### src/rtl/ram_burst_sequencer.sv
// Burst sequencer mastering a single-port RAM: one request in, a stream of
// write or read beats out, one word per cycle when the RAM is not busy.
module ram_burst_sequencer #(
  parameter int N_BYTES   = 4,
  parameter int DEPTH     = 256,
  parameter int MAX_BURST = 8,
  parameter int ADDR_BITS = $clog2(DEPTH),
  parameter int LEN_BITS  = $clog2(MAX_BURST),
  parameter int N_BITS    = N_BYTES * 8
) (
  input  logic                 CLK,
  input  logic                 RST,
  input  logic                 req_valid,
  output logic                 req_ready,
  input  logic                 req_write,
  input  logic [ADDR_BITS-1:0] req_addr,
  input  logic [LEN_BITS-1:0]  req_len,
  input  logic                 wr_valid,
  output logic                 wr_ready,
  input  logic [N_BITS-1:0]    wr_data,
  input  logic [N_BYTES-1:0]   wr_byte_en,
  output logic                 rd_valid,
  input  logic                 rd_ready,
  output logic [N_BITS-1:0]    rd_data,
  output logic                 rd_last,
  output logic                 done,
  output logic [ADDR_BITS-1:0] ram_addr,
  output logic [N_BITS-1:0]    ram_wdata,
  output logic [N_BYTES-1:0]   ram_byte_en,
  output logic                 ram_wen,
  output logic                 ram_ren,
  input  logic [N_BITS-1:0]    ram_rdata,
  input  logic                 ram_busy
);

  typedef enum logic [1:0] {IDLE, WR, RD, DRAIN} state_t;

  state_t                state_reg, state_next;
  logic [ADDR_BITS-1:0]  cur_addr_reg, cur_addr_next;
  logic [LEN_BITS-1:0]   beats_left_reg, beats_left_next;
  logic                  rd_valid_reg, rd_valid_next;
  logic                  rd_last_reg, rd_last_next;
  logic [N_BITS-1:0]     rd_data_reg, rd_data_next;
  logic                  done_reg, done_next;
  logic                  accept;
  logic                  last_beat;

  always_ff @(posedge CLK) begin
    if (RST) begin
      state_reg      <= IDLE;
      cur_addr_reg   <= '0;
      beats_left_reg <= '0;
      rd_valid_reg   <= 1'b0;
      rd_last_reg    <= 1'b0;
      rd_data_reg    <= '0;
      done_reg       <= 1'b0;
    end else begin
      state_reg      <= state_next;
      cur_addr_reg   <= cur_addr_next;
      beats_left_reg <= beats_left_next;
      rd_valid_reg   <= rd_valid_next;
      rd_last_reg    <= rd_last_next;
      rd_data_reg    <= rd_data_next;
      done_reg       <= done_next;
    end
  end

  always_comb begin
    state_next      = state_reg;
    cur_addr_next   = cur_addr_reg;
    beats_left_next = beats_left_reg;
    rd_valid_next   = rd_valid_reg;
    rd_last_next    = rd_last_reg;
    rd_data_next    = rd_data_reg;
    done_next       = 1'b0;
    req_ready       = 1'b0;
    wr_ready        = 1'b0;
    ram_wen         = 1'b0;
    ram_ren         = 1'b0;
    accept          = 1'b0;
    last_beat       = (beats_left_reg == '0);

    case (state_reg)
      IDLE: begin
        req_ready = !RST;
        if (req_valid) begin
          cur_addr_next   = req_addr;
          beats_left_next = req_len;
          state_next      = req_write ? WR : RD;
        end
      end

      WR: begin
        // Strobes are held low during reset so an aborted burst writes nothing more.
        ram_wen  = wr_valid && !RST;
        wr_ready = ram_wen && !ram_busy;
        accept   = wr_ready;
        if (accept) begin
          cur_addr_next   = cur_addr_reg + ADDR_BITS'(1);
          beats_left_next = beats_left_reg - LEN_BITS'(1);
          if (last_beat) begin
            state_next = IDLE;
            done_next  = 1'b1;
          end
        end
      end

      RD: begin
        // Fetch only when the holding register is empty or being emptied this cycle.
        ram_ren = (!rd_valid_reg || rd_ready) && !RST;
        accept  = ram_ren && !ram_busy;
        if (accept) begin
          rd_data_next    = ram_rdata;
          rd_valid_next   = 1'b1;
          rd_last_next    = last_beat;
          cur_addr_next   = cur_addr_reg + ADDR_BITS'(1);
          beats_left_next = beats_left_reg - LEN_BITS'(1);
          if (last_beat) state_next = DRAIN;
        end else if (rd_ready) begin
          rd_valid_next = 1'b0;
          rd_last_next  = 1'b0;
        end
      end

      DRAIN: begin
        if (rd_valid_reg && rd_ready && rd_last_reg) begin
          state_next    = IDLE;
          rd_valid_next = 1'b0;
          rd_last_next  = 1'b0;
          done_next     = 1'b1;
        end
      end

      default: state_next = IDLE;
    endcase
  end

  assign ram_addr    = cur_addr_reg;
  assign ram_wdata   = wr_data;
  assign ram_byte_en = wr_byte_en;
  assign rd_valid    = rd_valid_reg;
  assign rd_last     = rd_last_reg;
  assign rd_data     = rd_data_reg;
  assign done        = done_reg;

endmodule
### config.mk
export PLATFORM = sky130hd
export DESIGN_NAME = ram_burst_sequencer
export DESIGN_NICKNAME = d
export VERILOG_FILES = /design/src/rtl/ram_burst_sequencer.sv
export SDC_FILE = /design/constraint.sdc
export NUM_CORES = 1
export LEC_CHECK = 0
export BUFFER_PORTS_ARGS = -buffer_cell sky130_fd_sc_hd__buf_2
export CAP_MARGIN = 30
export CORE_MARGIN = 2
export CORE_UTILIZATION = 45
export DETAILED_ROUTE_END_ITERATION = 8
export PLACE_DENSITY = 0.95
export SYNTH_ARGS = -nofsm -noshare
export SYNTH_HDL_FRONTEND = slang
export SYNTH_SLANG_ARGS = --single-unit
### constraint.sdc
create_clock -name CLK -period 4.95 [get_ports CLK]
set_input_delay 0.2475 -clock CLK [delete_from_list [all_inputs] [get_ports CLK]]
set_output_delay 0.2475 -clock CLK [all_outputs]
set_load 0.05 [all_outputs]
# Word level (Yosys, flattened, before mapping)
# Index checks and enable logic that the tools add are counted.
classes:
  add_sub_neg: 2
  eq_ne: 10
  muxes: 30
  reduce_logical: 18
ops:
  columns: ["cell", "count"]
  rows:
  - ["2-to-1 mux 8 bit", 3]
  - ["case mux 8 bit (3 select lines)", 1]
  - ["2-to-1 mux 2 bit", 7]
  - ["!= test 2 bit (second input constant)", 6]
  - ["2-to-1 mux 1 bit", 11]
  - ["2-to-1 mux 3 bit", 3]
  - ["case mux 3 bit (3 select lines)", 1]
  - ["adder 8 x 1 -> 8 bit (second input constant)", 1]
  - ["case mux 2 bit (4 select lines)", 1]
  - ["logical AND 1 bit", 6]
  - ["case mux 1 bit (2 select lines)", 3]
  - ["AND reduction 6 bit", 1]
  - ["== test 2 bit (second input constant)", 2]
  - ["AND reduction 4 bit", 1]
  - ["logical NOT 1 bit", 3]
  - ["logical NOT 3 bit", 1]
  - ["!= test 3 bit (second input constant)", 1]
  - ["AND reduction 3 bit", 1]
  - ["nonzero test 3 bit", 1]
  - ["subtractor 3 x 1 -> 3 bit (second input constant)", 1]
  - ["== test 2 x 1 -> 1 bit (second input constant)", 1]
  - ["logical NOT 2 bit", 1]
  - ["AND reduction 2 bit", 1]
  - ["nonzero test 2 bit", 1]
  - ["logical OR 1 bit", 1]
totals:
  reg_bits: 48
  in_bits: 86
  out_inout_bits: 83
  word_cells: 67

# Longest topological paths before layout
depth:
  word_depth: 6
  ltp_mapped: 8
  ltp_nobuf: 6

# Worst setup path after synthesis
# OpenSTA, ideal clock, no wires.
synth_path:
  path_type: "reg2out"
  startpoint: "register rd_valid_reg (netlist: rd_valid)"
  endpoint: "output port ram_ren"
  t_arrival_ns: 1.821
  required_ns: 4.703
  path_slack_ns: 2.882
  stages_incl_launch_ff: 3
  n_path_buf: 0
  path_cell_list: "dfxtp_1 nor2b_1 nor3_1"
synth_via:
  elab_chain_cells: 4
synth_lines:
  columns: ["element", "line", "rtl"]
  rows:
  - ["start: declaration", "41", "logic rd_valid_reg, rd_valid_next;"]
  - ["start signal: assignment", "61", "rd_valid_reg <= rd_valid_next;"]
  - ["logical NOT 1 bit", "110", "ram_ren = (!rd_valid_reg || rd_ready) && !RST;"]
  - ["logical OR 1 bit", "110", null]
  - ["logical AND 1 bit", "110", null]
  - ["2-to-1 mux 1 bit", "83", "case (state_reg)"]
  - ["end: declaration", "31", "output logic ram_ren,"]
# No other way between the ends.

# Worst setup path after layout
layout_path:
  startpoint: "register state_reg[0]"
  endpoint: "register cur_addr_reg[6] (netlist: ram_addr[6])"
layout_via:
  elab_chain_cells: 3
  elab_cells_between_ends: 9
layout_lines:
  columns: ["element", "line", "rtl"]
  rows:
  - ["start: declaration", "38", "state_t state_reg, state_next;"]
  - ["start signal: assignment", "58", "state_reg <= state_next;"]
  - ["== test 2 bit (tied with other cells)", "83", null]
  - ["!= test 2 bit (no line) / nonzero test 3 bit (equally long branches)", null, null]
  - ["AND reduction 4 bit (no line)", null, null]
  - ["end signal: assignment", "59", "cur_addr_reg <= cur_addr_next;"]
  - ["end: declaration", "39", "logic [ADDR_BITS-1:0] cur_addr_reg, cur_addr_next;"]
# Several ways; a longest one is shown, not always the timed one.
# A chain may end at the register's enable or synchronous reset.

==> impl_metrics.ini <==
[outcome]
run_status = finished clean

[finish]
area.growth.synth_to_final_pct = 15.6
nNetsFinal = 462
layout-drive-gt1-share_pct = 31.1
max_reg_flops = 32
antenna_diodes = 0
final_area_um2 = 2910
fillcell_total = 522

[detailed_routing]
drt.antenna.violating_nets = 0
drt_drc_violations_left = 0
routed_wirelength_um = 5960
route.detailed.wl_per_inst_um = 13.5
vias = 2381
detailedRoute.firstIterationViolations = 119
detailedRoute.firstPassIterationCount = 4
detail_route.vias_per_cell = 5.39

[yosys]
synth.area.top_cells = sky130_fd_sc_hd__dfxtp_1 38%, sky130_fd_sc_hd__buf_4 11%, sky130_fd_sc_hd__nand2_1 11%
synth_enable_flop_cells = 0
synth.largest_area_cell = sky130_fd_sc_hd__dfxtp_1
ys_ff_latch = 48
synth_top_flop_cell = sky130_fd_sc_hd__dfxtp_1
synth_area_um2 = 2520
seq_area_frac_synth_pct = 38.1
synth_top_area_share_pct = 38.1
yosys_warnings = 0
syn_inst = 317
post_synth.cell_area_avg_um2 = 7.95
ys_types = 47
asyncSetResetFlopFracSynth_pct = 0
postSynthNetCount = 410

[critical_path]
cp.required_ns = 5.12
cp_data_arrival_time_ns = 2.39
cell_type_of_the_slowest_stage_on_the_worst_timing_path = sky130_fd_sc_hd__ha_1
critical_path.endpoint_type = flop
crit_chain = inv_1, ha_1, inv_1, or3b_2, o21ai_0, a211oi_1
cp_common_cell = sky130_fd_sc_hd__inv_1
cpPeakStageDelay_ns = 0.57
worst-path-max-fanout = 15
criticalPathCategory = reg2reg
critical_path.startpoint_type = flop

[clocking]
cts.repair.resized = 0
cts_max_path_buffers = 2
tritoncts_clock_tree = built
clk_root_buffer_cell = sky130_fd_sc_hd__clkbuf_8
h_tree_depth = 2
postCtsSetupBuffers = 0
cts.sinks = 48
clock_latency_ns = 0.30
worst_setup_hold_path_clk_slew_ns = 0.09
postCtsHoldBufs = 0
cts-buffers-inserted = 5

[placed_design]
detailedPlace.worstSlack_ns = 2.53
dpl_cell_area_um2 = 2760
placement.io_buffers = 96
dp_hpwl_um = 4340
gpl.final_weighted_congestion = 0.818

[sta]
timing.max_slew.rel_slack_pct = 44.1
fmaxAchievable_mhz = 451
fin_setup_tns_ns = 0
skew_ns = 0.00239
tightest_slew_ns = 0.838
grt_setup_unrepaired = false
final.period_utilization_pct = 44.8
setup_viol_count_final = 0
layout_min_cycle_time_ns = 2.22
hold_viol = 0
final_critical_path_setup_slack_ns = 2.73
timing.final.max_slew_violations = 0

[global_route]
grt_overflow = 0
first_pass_grt_wire_length_um = 9300
vias_in_the_first_global_route = 2066
largest_net_degree_at_the_start_of_global_routing = 57
initial_antenna_violation_count = 0
grt_use_total_pct = 18.5

[die]
full_die_area_um2 = 6210
core_region_area_um2 = 5470
die_width_um = 78.8
start_util_pct = 46.0
std_cell_rows = 27
height_of_the_die_um = 78.8
ios = 169

[hold_path]
hold_class = in2reg

[power]
power.leakage_nw = 1.25
p_per_area_nw_per_um2 = 503
peakVddDrop_mv = 0.317

[run]
maxcap_violations = 0
-- cells in the mapped netlist (3+ instances only) --
library cell	count
sky130_fd_sc_hd__nand2_1	73
sky130_fd_sc_hd__dfxtp_1	48
sky130_fd_sc_hd__a21oi_1	41
sky130_fd_sc_hd__buf_4	37
sky130_fd_sc_hd__nor2_1	9
sky130_fd_sc_hd__clkbuf_1	8
sky130_fd_sc_hd__inv_1	8
sky130_fd_sc_hd__nand4_1	8
sky130_fd_sc_hd__buf_2	7
sky130_fd_sc_hd__ha_1	7
sky130_fd_sc_hd__o21ai_0	6
sky130_fd_sc_hd__nand3_1	5
sky130_fd_sc_hd__o41ai_1	5
sky130_fd_sc_hd__nand2b_1	4
sky130_fd_sc_hd__nor2b_1	4
sky130_fd_sc_hd__a211oi_1	3
sky130_fd_sc_hd__a221oi_1	3
sky130_fd_sc_hd__a32o_1	3
sky130_fd_sc_hd__a41oi_1	3
sky130_fd_sc_hd__mux2i_1	3
-- through the flow --
step	total power (W)	utilization [%]	instances	hold WS [ns]
after floorplan	0.00110	-	317	0.359
after global placement	0.00115	50.4	432	0.440
after detailed placement	0.00117	50.4	432	0.443
after CTS	0.00147	52.6	440	0.171
after global routing	0.00156	53.2	442	0.168
final	0.00146	53.2	442	0.182
-- worst max-delay path: cells and delay by family (launching register included) --
kind,cells,cell delay [ns]
buffers and inverters,2,0.42
adder cells (fa/ha/maj),1,0.57
AND/OR/NAND/NOR,1,0.53
AO/OA/AOI/OAI,2,0.17
flip-flops,1,0.39
-- logic make-up (layout without fill, tap and decap cells) --
group,after synthesis,after routing,share of synthesized area (%)
AOI/OAI and AO/OA,80,80,20.4
DFF,48,48,38.1
buffers and inverters,63,116,15.2
muxes,4,4,1.64
and+or+nand+nor,115,115,21.1
adders and majority gates,7,7,3.48
-- area by class of cell --
cell class                 instances  area [µm²]  share of cell area [%]
sequential                        48         961                    33.0
clock buffer                       6        82.6                    2.84
inverter                           9        33.8                    1.16
tap                               72        90.1                    3.09
timing repair buffer              99         523                    18.0
clock inverter                     2        38.8                    1.33
multi-input combinational        206        1180                    40.6
-- layout by cell type (no fill, tap or decap), types with 4 or more instances in the layout --
cell type                  count
sky130_fd_sc_hd__nor2b_1       4
sky130_fd_sc_hd__nand2b_1      4
sky130_fd_sc_hd__a21oi_1      41
sky130_fd_sc_hd__inv_1         8
sky130_fd_sc_hd__o41ai_1       5
sky130_fd_sc_hd__o21ai_0       6
sky130_fd_sc_hd__nand4_1       8
sky130_fd_sc_hd__buf_2        96
sky130_fd_sc_hd__nand2_1      73
sky130_fd_sc_hd__clkbuf_8      6
sky130_fd_sc_hd__nand3_1       5
sky130_fd_sc_hd__nor2_1        9
sky130_fd_sc_hd__ha_1          7
sky130_fd_sc_hd__dfxtp_1      48
-- layer usage --
| metal | wire, µm | share of wire [%] | global-route usage [%] |
|---|---|---|---|
| met5 | 0 | 0 | 0 |
| met4 | 65 | 1.1 | 6.55 |
| met3 | 502 | 8.4 | 5.68 |
| met2 | 2910 | 49 | 31.5 |
| met1 | 2480 | 42 | 22.0 |
-- final timing paths --
path	slack (ns)	end	cells after the start	from
worst max register to register	2.73	ram_addr[6]	6	state_reg[0]
worst min register to register	0.45	rd_data[30]	2	rd_data[30]
worst min-delay path	0.18	rd_data[6]	3	ram_rdata[6]
worst max-delay path	2.73	ram_addr[6]	6	state_reg[0]
-- where the power goes --
group | total (W) | switching (W) | internal (W)
registers | 0.000506 | 0.0000580 | 0.000448
logic | 0.000663 | 0.000451 | 0.000212
clock network | 0.000294 | 0.000129 | 0.000165
total | 0.00146 | 0.000638 | 0.000826
(Power assumes the default switching activity.)
